===== config.mk =====
export PLATFORM = sky130hd
export DESIGN_NAME = pstats_trig_counter
export DESIGN_NICKNAME = d
export VERILOG_FILES = /design/src/rtl/pstats_trig_counter.sv
export SDC_FILE = /design/constraint.sdc
export NUM_CORES = 1
export LEC_CHECK = 0
export CAP_MARGIN = 20
export CORE_UTILIZATION = 46
export CTS_BUF_LIST = sky130_fd_sc_hd__clkbuf_8
export CTS_CLUSTER_SIZE = 40
export DETAILED_ROUTE_END_ITERATION = 10
export SETUP_SLACK_MARGIN = 0.1
export SLEW_MARGIN = 10
export SYNTH_ARGS = -nofsm -noshare
export SYNTH_HDL_FRONTEND = slang
export SYNTH_SLANG_ARGS = --single-unit

===== constraint.sdc =====
create_clock -name clk_i -period 6.11 [get_ports clk_i]
set_input_delay 1.222 -clock clk_i [delete_from_list [all_inputs] [get_ports clk_i]]
set_output_delay 1.222 -clock clk_i [all_outputs]
set_load 0.02 [all_outputs]

===== src/rtl/pstats_trig_counter.sv =====
// Per-port statistics trigger counter: parallel edge detect, pending latch, round-robin commit.
// Optional build macro PSTATS_CLR_ON_READ_EN makes in-range reads clear the counter read.
module pstats_trig_counter #(
   parameter int unsigned g_trig_width = 10,
   parameter int unsigned g_cnt_width  = 32,
   parameter int unsigned g_addr_width = 4
) (
   input  logic                    clk_i,
   input  logic                    rst_i,
   input  logic [g_trig_width-1:0] trig_i,
   input  logic                    clr_all_i,
   input  logic                    rd_req_i,
   input  logic [g_addr_width-1:0] rd_addr_i,
   output logic                    rd_valid_o,
   output logic [g_cnt_width-1:0]  rd_data_o,
   output logic [15:0]             lost_cnt_o,
   output logic                    busy_o
);

   localparam int unsigned c_idx_w = (g_trig_width > 1) ? $clog2(g_trig_width) : 1;

   logic [g_trig_width-1:0] r_trig_d;
   logic [g_trig_width-1:0] r_pending;
   logic [g_cnt_width-1:0]  r_cnt [g_trig_width];
   logic [c_idx_w-1:0]      r_idx;
   logic [15:0]             r_lost;
   logic                    r_rd_valid;
   logic [g_cnt_width-1:0]  r_rd_data;
   logic                    r_busy;

   logic [g_trig_width-1:0] w_ev;
   logic [g_trig_width-1:0] w_svc;
   logic [g_trig_width-1:0] w_collide;
   logic [g_trig_width-1:0] w_pend_nxt;
   logic [g_trig_width-1:0] w_rd_clr;
   logic [5:0]              w_ncol;
   logic [16:0]             w_lost_sum;
   logic [15:0]             w_lost_nxt;
   logic [g_cnt_width-1:0]  w_rd_val;
   logic [c_idx_w-1:0]      w_idx_nxt;

   always_comb begin
      w_ev       = trig_i & ~r_trig_d;
      w_svc      = '0;
      w_rd_clr   = '0;
      w_rd_val   = '0;
      w_ncol     = '0;
      for (int unsigned n = 0; n < g_trig_width; n++) begin
         w_svc[n] = (r_idx == c_idx_w'(n)) && r_pending[n];
         if (32'(rd_addr_i) == n) begin
            w_rd_val = r_cnt[n];
`ifdef PSTATS_CLR_ON_READ_EN
            w_rd_clr[n] = rd_req_i;
`endif
         end
      end
      // A line serviced on the same edge as its new event re-arms instead of colliding
      w_collide  = w_ev & r_pending & ~w_svc;
      w_pend_nxt = (r_pending & ~w_svc) | w_ev;
      for (int unsigned n = 0; n < g_trig_width; n++) begin
         w_ncol = w_ncol + 6'(w_collide[n]);
      end
      w_lost_sum = {1'b0, r_lost} + 17'(w_ncol);
      w_lost_nxt = w_lost_sum[16] ? 16'hFFFF : w_lost_sum[15:0];
      w_idx_nxt  = (r_idx == c_idx_w'(g_trig_width - 1)) ? '0 : r_idx + c_idx_w'(1);
   end

   always_ff @(posedge clk_i) begin
      if (rst_i) begin
         r_trig_d   <= '1;
         r_pending  <= '0;
         r_idx      <= '0;
         r_lost     <= '0;
         r_rd_valid <= 1'b0;
         r_rd_data  <= '0;
         r_busy     <= 1'b0;
         for (int unsigned n = 0; n < g_trig_width; n++) begin
            r_cnt[n] <= '0;
         end
      end else begin
         r_trig_d   <= trig_i;
         r_idx      <= w_idx_nxt;
         r_rd_valid <= rd_req_i;
         if (rd_req_i) begin
            r_rd_data <= w_rd_val;
         end
         if (clr_all_i) begin
            r_pending <= '0;
            r_busy    <= 1'b0;
            for (int unsigned n = 0; n < g_trig_width; n++) begin
               r_cnt[n] <= '0;
            end
         end else begin
            r_pending <= w_pend_nxt;
            r_busy    <= |w_pend_nxt;
            r_lost    <= w_lost_nxt;
            // Clear-on-read folds a simultaneous increment into the fresh count
            for (int unsigned n = 0; n < g_trig_width; n++) begin
               if (w_rd_clr[n]) begin
                  r_cnt[n] <= w_svc[n] ? g_cnt_width'(1) : '0;
               end else if (w_svc[n]) begin
                  r_cnt[n] <= r_cnt[n] + g_cnt_width'(1);
               end
            end
         end
      end
   end

   assign rd_valid_o = r_rd_valid;
   assign rd_data_o  = r_rd_data;
   assign lost_cnt_o = r_lost;
   assign busy_o     = r_busy;

endmodule


# Yosys cells after proc, flatten, opt, wreduce, memory -nomap -nowiden

Memory sizes are Yosys's and may differ from the RTL's.
Index checks and enable logic that the tools add are counted.

Memory bits (writable): 320
Output and inout bits: 50
Register bits after elaboration: 74
Input port bits: 18
Logic and storage cells: 165
Memories kept: 1

Memory list:

| memory | depth | width | read ports | clocked after Yosys merged registers in | wr ports | line | source |
|---|---|---|---|---|---|---|---|
| r_cnt  | 10    | 32    | 10         | 0                                       | 10       | 24   | `logic [g_cnt_width-1:0] r_cnt [g_trig_width];` |

Bitwise logic cells: 27
Add/subtract/negate cells: 21
Reductions and logical operators: 15
Eq/ne operators: 18
Multiplexer cells: 76

Operators by type and width:

| cell                    | number |
|---|---|
| $mux W32                | 30 |
| $add A32 B1 Y32 const B | 10 |
| $mux W1                 | 45 |
| $and A10 B10 Y10        | 4 |
| $eq A4 B3 Y1 const B    | 8 |
| $add A6 B1 Y6           | 4 |
| $not A10 Y10            | 2 |
| $or A1 B1 Y1            | 20 |
| $add A16 B6 Y17         | 1 |
| $eq A4 B2 Y1 const B    | 4 |
| $eq A4 B4 Y1 const B    | 4 |
| $mux W16                | 1 |
| $logic_and A1 B1 Y1     | 10 |
| $or A10 B10 Y10         | 1 |
| $reduce_or A10 Y1       | 1 |
| $eq A4 B1 Y1 const B    | 2 |
| $logic_not A4 Y1        | 2 |
| $add A5 B1 Y6           | 1 |
| $add A4 B1 Y5           | 1 |
| $add A3 B1 Y4           | 1 |
| $add A4 B1 Y4 const B   | 1 |
| $reduce_or A2 Y1        | 2 |
| $add A2 B1 Y3           | 1 |
| $add A1 B1 Y2           | 1 |

# Longest topological paths before layout

Depth in word-level cells: 15
Mapped depth: 17
Depth with buffers taken out: 16

# Worst setup path after synthesis

Ideal clock, no wire load.

Path type: input port to flip-flop
Start: input trig_i[0]
End: register r_lost[2], in the netlist lost_cnt_o[2]
Library setup time: 0.140 ns
Setup slack: 1.333 ns
Data arrival time: 4.637 ns
Path buffers: 0
Cell stages on the path: 14
Required time: 5.970 ns
Cells stage by stage: nor2b_1 and3_1 fa_1 inv_1 fa_1 inv_1 fa_1 fa_1 fa_1 nand3_1 and2_1 nor4_2 nor2_1 a221oi_1

Longest elaborated chain between the ends: 14

RTL lines:

| element                        | line | source |
|---|---|---|
| start: declaration             | 10   | `input logic [g_trig_width-1:0] trig_i,` |
| $and A10 B10 Y10               | 43   | `w_ev = trig_i & ~r_trig_d;` |
| $and A10 B10 Y10 (2 in series) | 58   | `w_collide = w_ev & r_pending & ~w_svc;` |
| $add A1 B1 Y2                  | 61   | `w_ncol = w_ncol + 6'(w_collide[n]);` |
| $add A2 B1 Y3                  | 61   |  |
| $add A3 B1 Y4                  | 61   |  |
| $add A4 B1 Y5                  | 61   |  |
| $add A5 B1 Y6                  | 61   |  |
| $add A6 B1 Y6 (4 in series)    | 61   |  |
| $add A16 B6 Y17                | 63   | `w_lost_sum = {1'b0, r_lost} + 17'(w_ncol);` |
| $mux W16                       | 64   | `w_lost_nxt = w_lost_sum[16] ? 16'hFFFF : w_lost_sum[15:0];` |
| end signal: assignment         | 96   | `r_lost <= w_lost_nxt;` |
| end: declaration               | 26   | `logic [15:0] r_lost;` |

No other way between the ends.
A chain may end at the register's enable or synchronous reset.

# Worst setup path after layout

Start: register r_idx[2]
End: register r_lost[3], in the netlist lost_cnt_o[3]

Longest elaborated chain between the ends: 15
Elaborated cells between the ends (all ways): 33
Classes of those cells: add/sub (10); eq/ne (9); mux (1); bitwise (2); reduce/logical (11)

RTL lines:

| element                                                 | line | source |
|---|---|---|
| start: declaration                                      | 25   | `logic [c_idx_w-1:0] r_idx;` |
| start signal: assignment                                | 82   | `r_idx <= w_idx_nxt;` |
| $eq A4 B1 Y1 / $logic_not A4 Y1 (equally long branches) | 49   | `w_svc[n] = (r_idx == c_idx_w'(n)) && r_pending[n];` |
| $logic_and A1 B1 Y1                                     | 49   |  |
| $not A10 Y10 *                                          | 58   |  |
| $and A10 B10 Y10 *                                      | 58   |  |
| $add A1 B1 Y2                                           | 61   |  |
| $add A2 B1 Y3                                           | 61   |  |
| $add A3 B1 Y4                                           | 61   |  |
| $add A4 B1 Y5                                           | 61   |  |
| $add A5 B1 Y6                                           | 61   |  |
| $add A6 B1 Y6 (3 in series)                             | 61   |  |
| $add A6 B1 Y6 *                                         | 61   |  |
| $add A16 B6 Y17 *                                       | 63   |  |
| $mux W16 *                                              | 64   |  |

Every way passes the cells marked *; elsewhere a longest branch is shown, timed or not.

==> impl_summary.txt <==
----------------------------------------------------
[Outcome]
  Run status ... finished clean

[Place]
  Detailed placer's ending HPWL ... 50600 µm
  Dpl cells ... 3042
  Input/output buffers ... 67
  Final GP Congestion ... 1.01

[Timing]
  Post-Route Setup TNS ... 0 ns
  Setup Viol. Count Final ... 0
  Final period demand of the worst path ... 5.00 ns
  Worst slew margin ... 31.5%
  Unrepaired setup endpoints after global routing ... false
  Final clock period utilization by the worst path ... 81.8%
  Highest clock frequency the design can meet ... 0.200 GHz
  Measured slew at the worst slew-check pin ... 1.02 ns
  Fin. Hold Viols ... 0
  Worst clock skew on the final layout ... 0.0336 ns
  Final slew viol count ... 0

[Route]
  Highest metal layer with signal wires ... met4
  Vias per std cell ... 6.03
  Average wire per standard cell ... 22.0 µm
  Routed met1 length ... 31700 µm
  Number of iterations in the first detailed-routing pass ... 6
  Total length of routed wires ... 69800 µm
  Initial drt markers ... 1934
  Post-route DRC ... 0
  Vias ... 19200
  Number of nets with antenna violations after routing ... 0
  Met2 Wirelength ... 30100 µm
  DR WL met3 ... 5930 µm

[Worst setup path]
  Reg-to-Reg End ... lost_cnt_o[3]
  Crit path buffers/inverters ... 2
  CP required ... 6.62 ns
  Stage delay of the slowest cell on the critical path ... 0.66 ns
  List of cells traversed by the critical path ... nor2b_1 > nand2_1 > and3_1 > fa_1 > inv_1 > fa_1 > inv_1 > fa_1 > fa_1 > fa_1 > nand3_1 > and2_1 > nor4_2 > nor2_1 > a221oi_1
  Critical R2R Launch ... r_idx[2]
  Worst-case register-to-register setup slack ... 1.11 ns
  Worst Setup Path Type ... flop to flop
  Master of the slowest instance on the critical path ... sky130_fd_sc_hd__nor2b_1
  Type of element launching the critical path ... flop
  Crit-path most repeated cell ... sky130_fd_sc_hd__fa_1
  Kind of end point of the critical path ... flop
  Arrival time worst endpoint ... 5.50 ns
  Biggest fanout along the worst timing path ... 12
  Largest delay contributor family on the critical path ... adder cells
  Critical path startpoint ... r_idx[2]
  Reg2Reg Depth ... 15

[Min path]
  Hold Crit Class ... flop to flop
  End of the worst hold path ... rd_data_o[5]
  Count of cells along the worst hold path ... 2
  Startpoint of the most critical hold path ... rd_data_o[5]

[Finish]
  Highest-count cells in the layout ignoring fill and taps ... 377 x sky130_fd_sc_hd__nor2_1, 320 x sky130_fd_sc_hd__edfxtp_1, 209 x sky130_fd_sc_hd__xor2_1
  Final instance count without filler cells ... 3176
  Share of cells above drive strength 1 ... 8.87%
  Nets ... 2489
  Area added between synthesis and finish ... 10.9%
  Most common library cell in the layout ignoring fill and taps ... sky130_fd_sc_hd__nor2_1

[Yosys]
  Sequential fraction of the synthesis area ... 47.5%
  Distinct cell type count after synthesis ... 82
  Number of flip-flops and latches in the synthesized netlist ... 394
  Cell type with the highest aggregate area in the netlist ... sky130_fd_sc_hd__edfxtp_1
  Asr flop ratio synth ... 0%
  Post-synth top area share ... 41.2%
  Avg Cell Area, Syn ... 9.74 µm²
  Synthesized instance count ... 2396
  Number of flops mapped to enable cells by yosys ... 320
  Leading register cell type out of synthesis ... sky130_fd_sc_hd__edfxtp_1
  Number of warning messages in the yosys log ... 0
  Post-synth net total ... 2440
  Cell area after synthesis ... 0.0233 mm²
  Dominant cells by area after synthesis ... sky130_fd_sc_hd__edfxtp_1 41%, sky130_fd_sc_hd__xor2_1 7.8%, sky130_fd_sc_hd__dfxtp_1 6.3%

[Global route]
  GRT Total Usage ... 27.2%
  Vias in the first global route ... 17600
  Congestion Overflow GR ... 0
  Antenna violations before repair ... 1
  First-pass GRT wire length ... 106000 µm
  Largest net degree at the start of global routing ... 63

[Power]
  Switching share of power ... 27.2%
  Power Density ... 236 mW/mm²
  Cell internal pwr ... 0.00444 W
  Clock power frac ... 40.1%
  Proportion of power drawn by flip-flops and latches ... 52.2%
  Power dissipated by switching net loads ... 0.00166 W
  Worst vdd rail ir drop ... 0.163 mV
  Leakage power ... 8.74 nW
  Combinational group share of total power ... 7.7%

[Die]
  Core ar. ... 0.0501 mm²
  I/O Pins ... 68
  Die Span X ... 227 µm
  Initial core utilization ... 46.6%
  Number of standard-cell rows in the floorplan ... 82
  Die footprint ... 0.0516 mm²
  Floorplan die height ... 227 µm

[Clock tree]
  Number of clock sinks ... 394
  Count of cells resized by post-cts repair ... 0
  Worst-Skew Late Latency ... 0.67 ns
  CTS clock-pin slew for the worst setup and hold paths ... 0.06 ns
  CTS hold repair buffers ... 0
  Number of buffers created by CTS ... 73
  Clk Tree Root Cell ... sky130_fd_sc_hd__clkbuf_8
  Clock Tree Buf Depth ... 3
  Max H-tree Level ... 3
  Setup Buffers After CTS ... 0
  TritonCTS clock tree ... built

[Job]
  Max Cap Viol ... 0

----------------------------------------------------
-- registers in the layout, summed over array words and instances, names as in the netlist --
register    flops
rd_data_o      32
r_idx           4
busy_o          1
lost_cnt_o     16
r_cnt         320
r_pending      10
r_trig_d       10
rd_valid_o      1
-- layout make-up --
type	instances	area, µm²
Antenna cell	2	5.00
Clock buffer	84	1160
Clock inverter	48	210
Fill cell	4682	24200
Inverter	46	173
Multi-Input combinational cell	1830	11500
Sequential cell	394	11100
Tap cell	672	841
Timing Repair Buffer	100	906
-- worst max-delay path by stage --
stage | endpoint | cells after the start
floorplan | lost_cnt_o[2] | 14
detailed placement | lost_cnt_o[3] | 15
global route | lost_cnt_o[3] | 15
global placement | lost_cnt_o[3] | 15
finish | lost_cnt_o[3] | 15
CTS | lost_cnt_o[3] | 15
-- stage by stage --
stage	util [%]	total power [W]	hold slack, ns	cell area (µm²)	setup WS, ns
2_1_floorplan	-	0.00347	0.485	23300	1.33
3_3_place_gp	48.9	0.00368	0.437	24500	0.653
3_5_place_dp	48.9	0.00369	0.443	24500	0.638
4_1_cts	51.7	0.00614	0.456	25900	1.14
5_1_grt	51.7	0.00630	0.489	25900	0.810
6_report	51.7	0.00610	0.449	25900	1.11
-- Yosys cell counts (all sizes together) (20+ instances only) --
library cell  number
nor2             382
edfxtp           320
xor2             209
nand3            167
nand2            148
nand4            135
o21ai            113
a21oi             88
clkbuf            80
dfxtp             74
xnor2             74
and3              61
buf               46
inv               46
nor3              37
mux2              34
and4              32
mux2i             29
o22ai             25
or3               25
nor2b             24
nor4              22
and2              21
a22oi             20
-- routing by layer --
layer / track usage, % / vias to the layer above
met4: 9.76 / 0
met3: 5.18 / 113
met2: 39.0 / 760
met1: 40.4 / 9410
met5: 0 / -
li1: - / 8880
-- power groups by stage --
stage / Combinational [W] / Sequential (W) / Clock [W]
floorplan: 0.000296 / 0.00318 / 0
global placement: 0.000454 / 0.00323 / 0
detailed placement: 0.000458 / 0.00323 / 0
CTS: 0.000461 / 0.00318 / 0.00249
global route: 0.000503 / 0.00320 / 0.00260
finish: 0.000467 / 0.00319 / 0.00245
-- kinds of logic after synthesis --
kind of cell | count (synthesis) | synth area share [%]
compound gates | 347 | 9.26
flops | 394 | 47.5
xor+xnor | 283 | 10.6
simple gates | 1110 | 24.7
buf+inv | 172 | 3.24
mux | 64 | 2.98
fa+ha+maj | 26 | 1.62
-- worst min-delay path, delay by kind of cell, from the launching register on --
| family | cells | cell delay (ns) |
|---|---|---|
| flops | 1 | 0.32 |
| compound gates | 1 | 0.05 |
| simple gates | 1 | 0.04 |
Power figures use the tool's default switching activity.
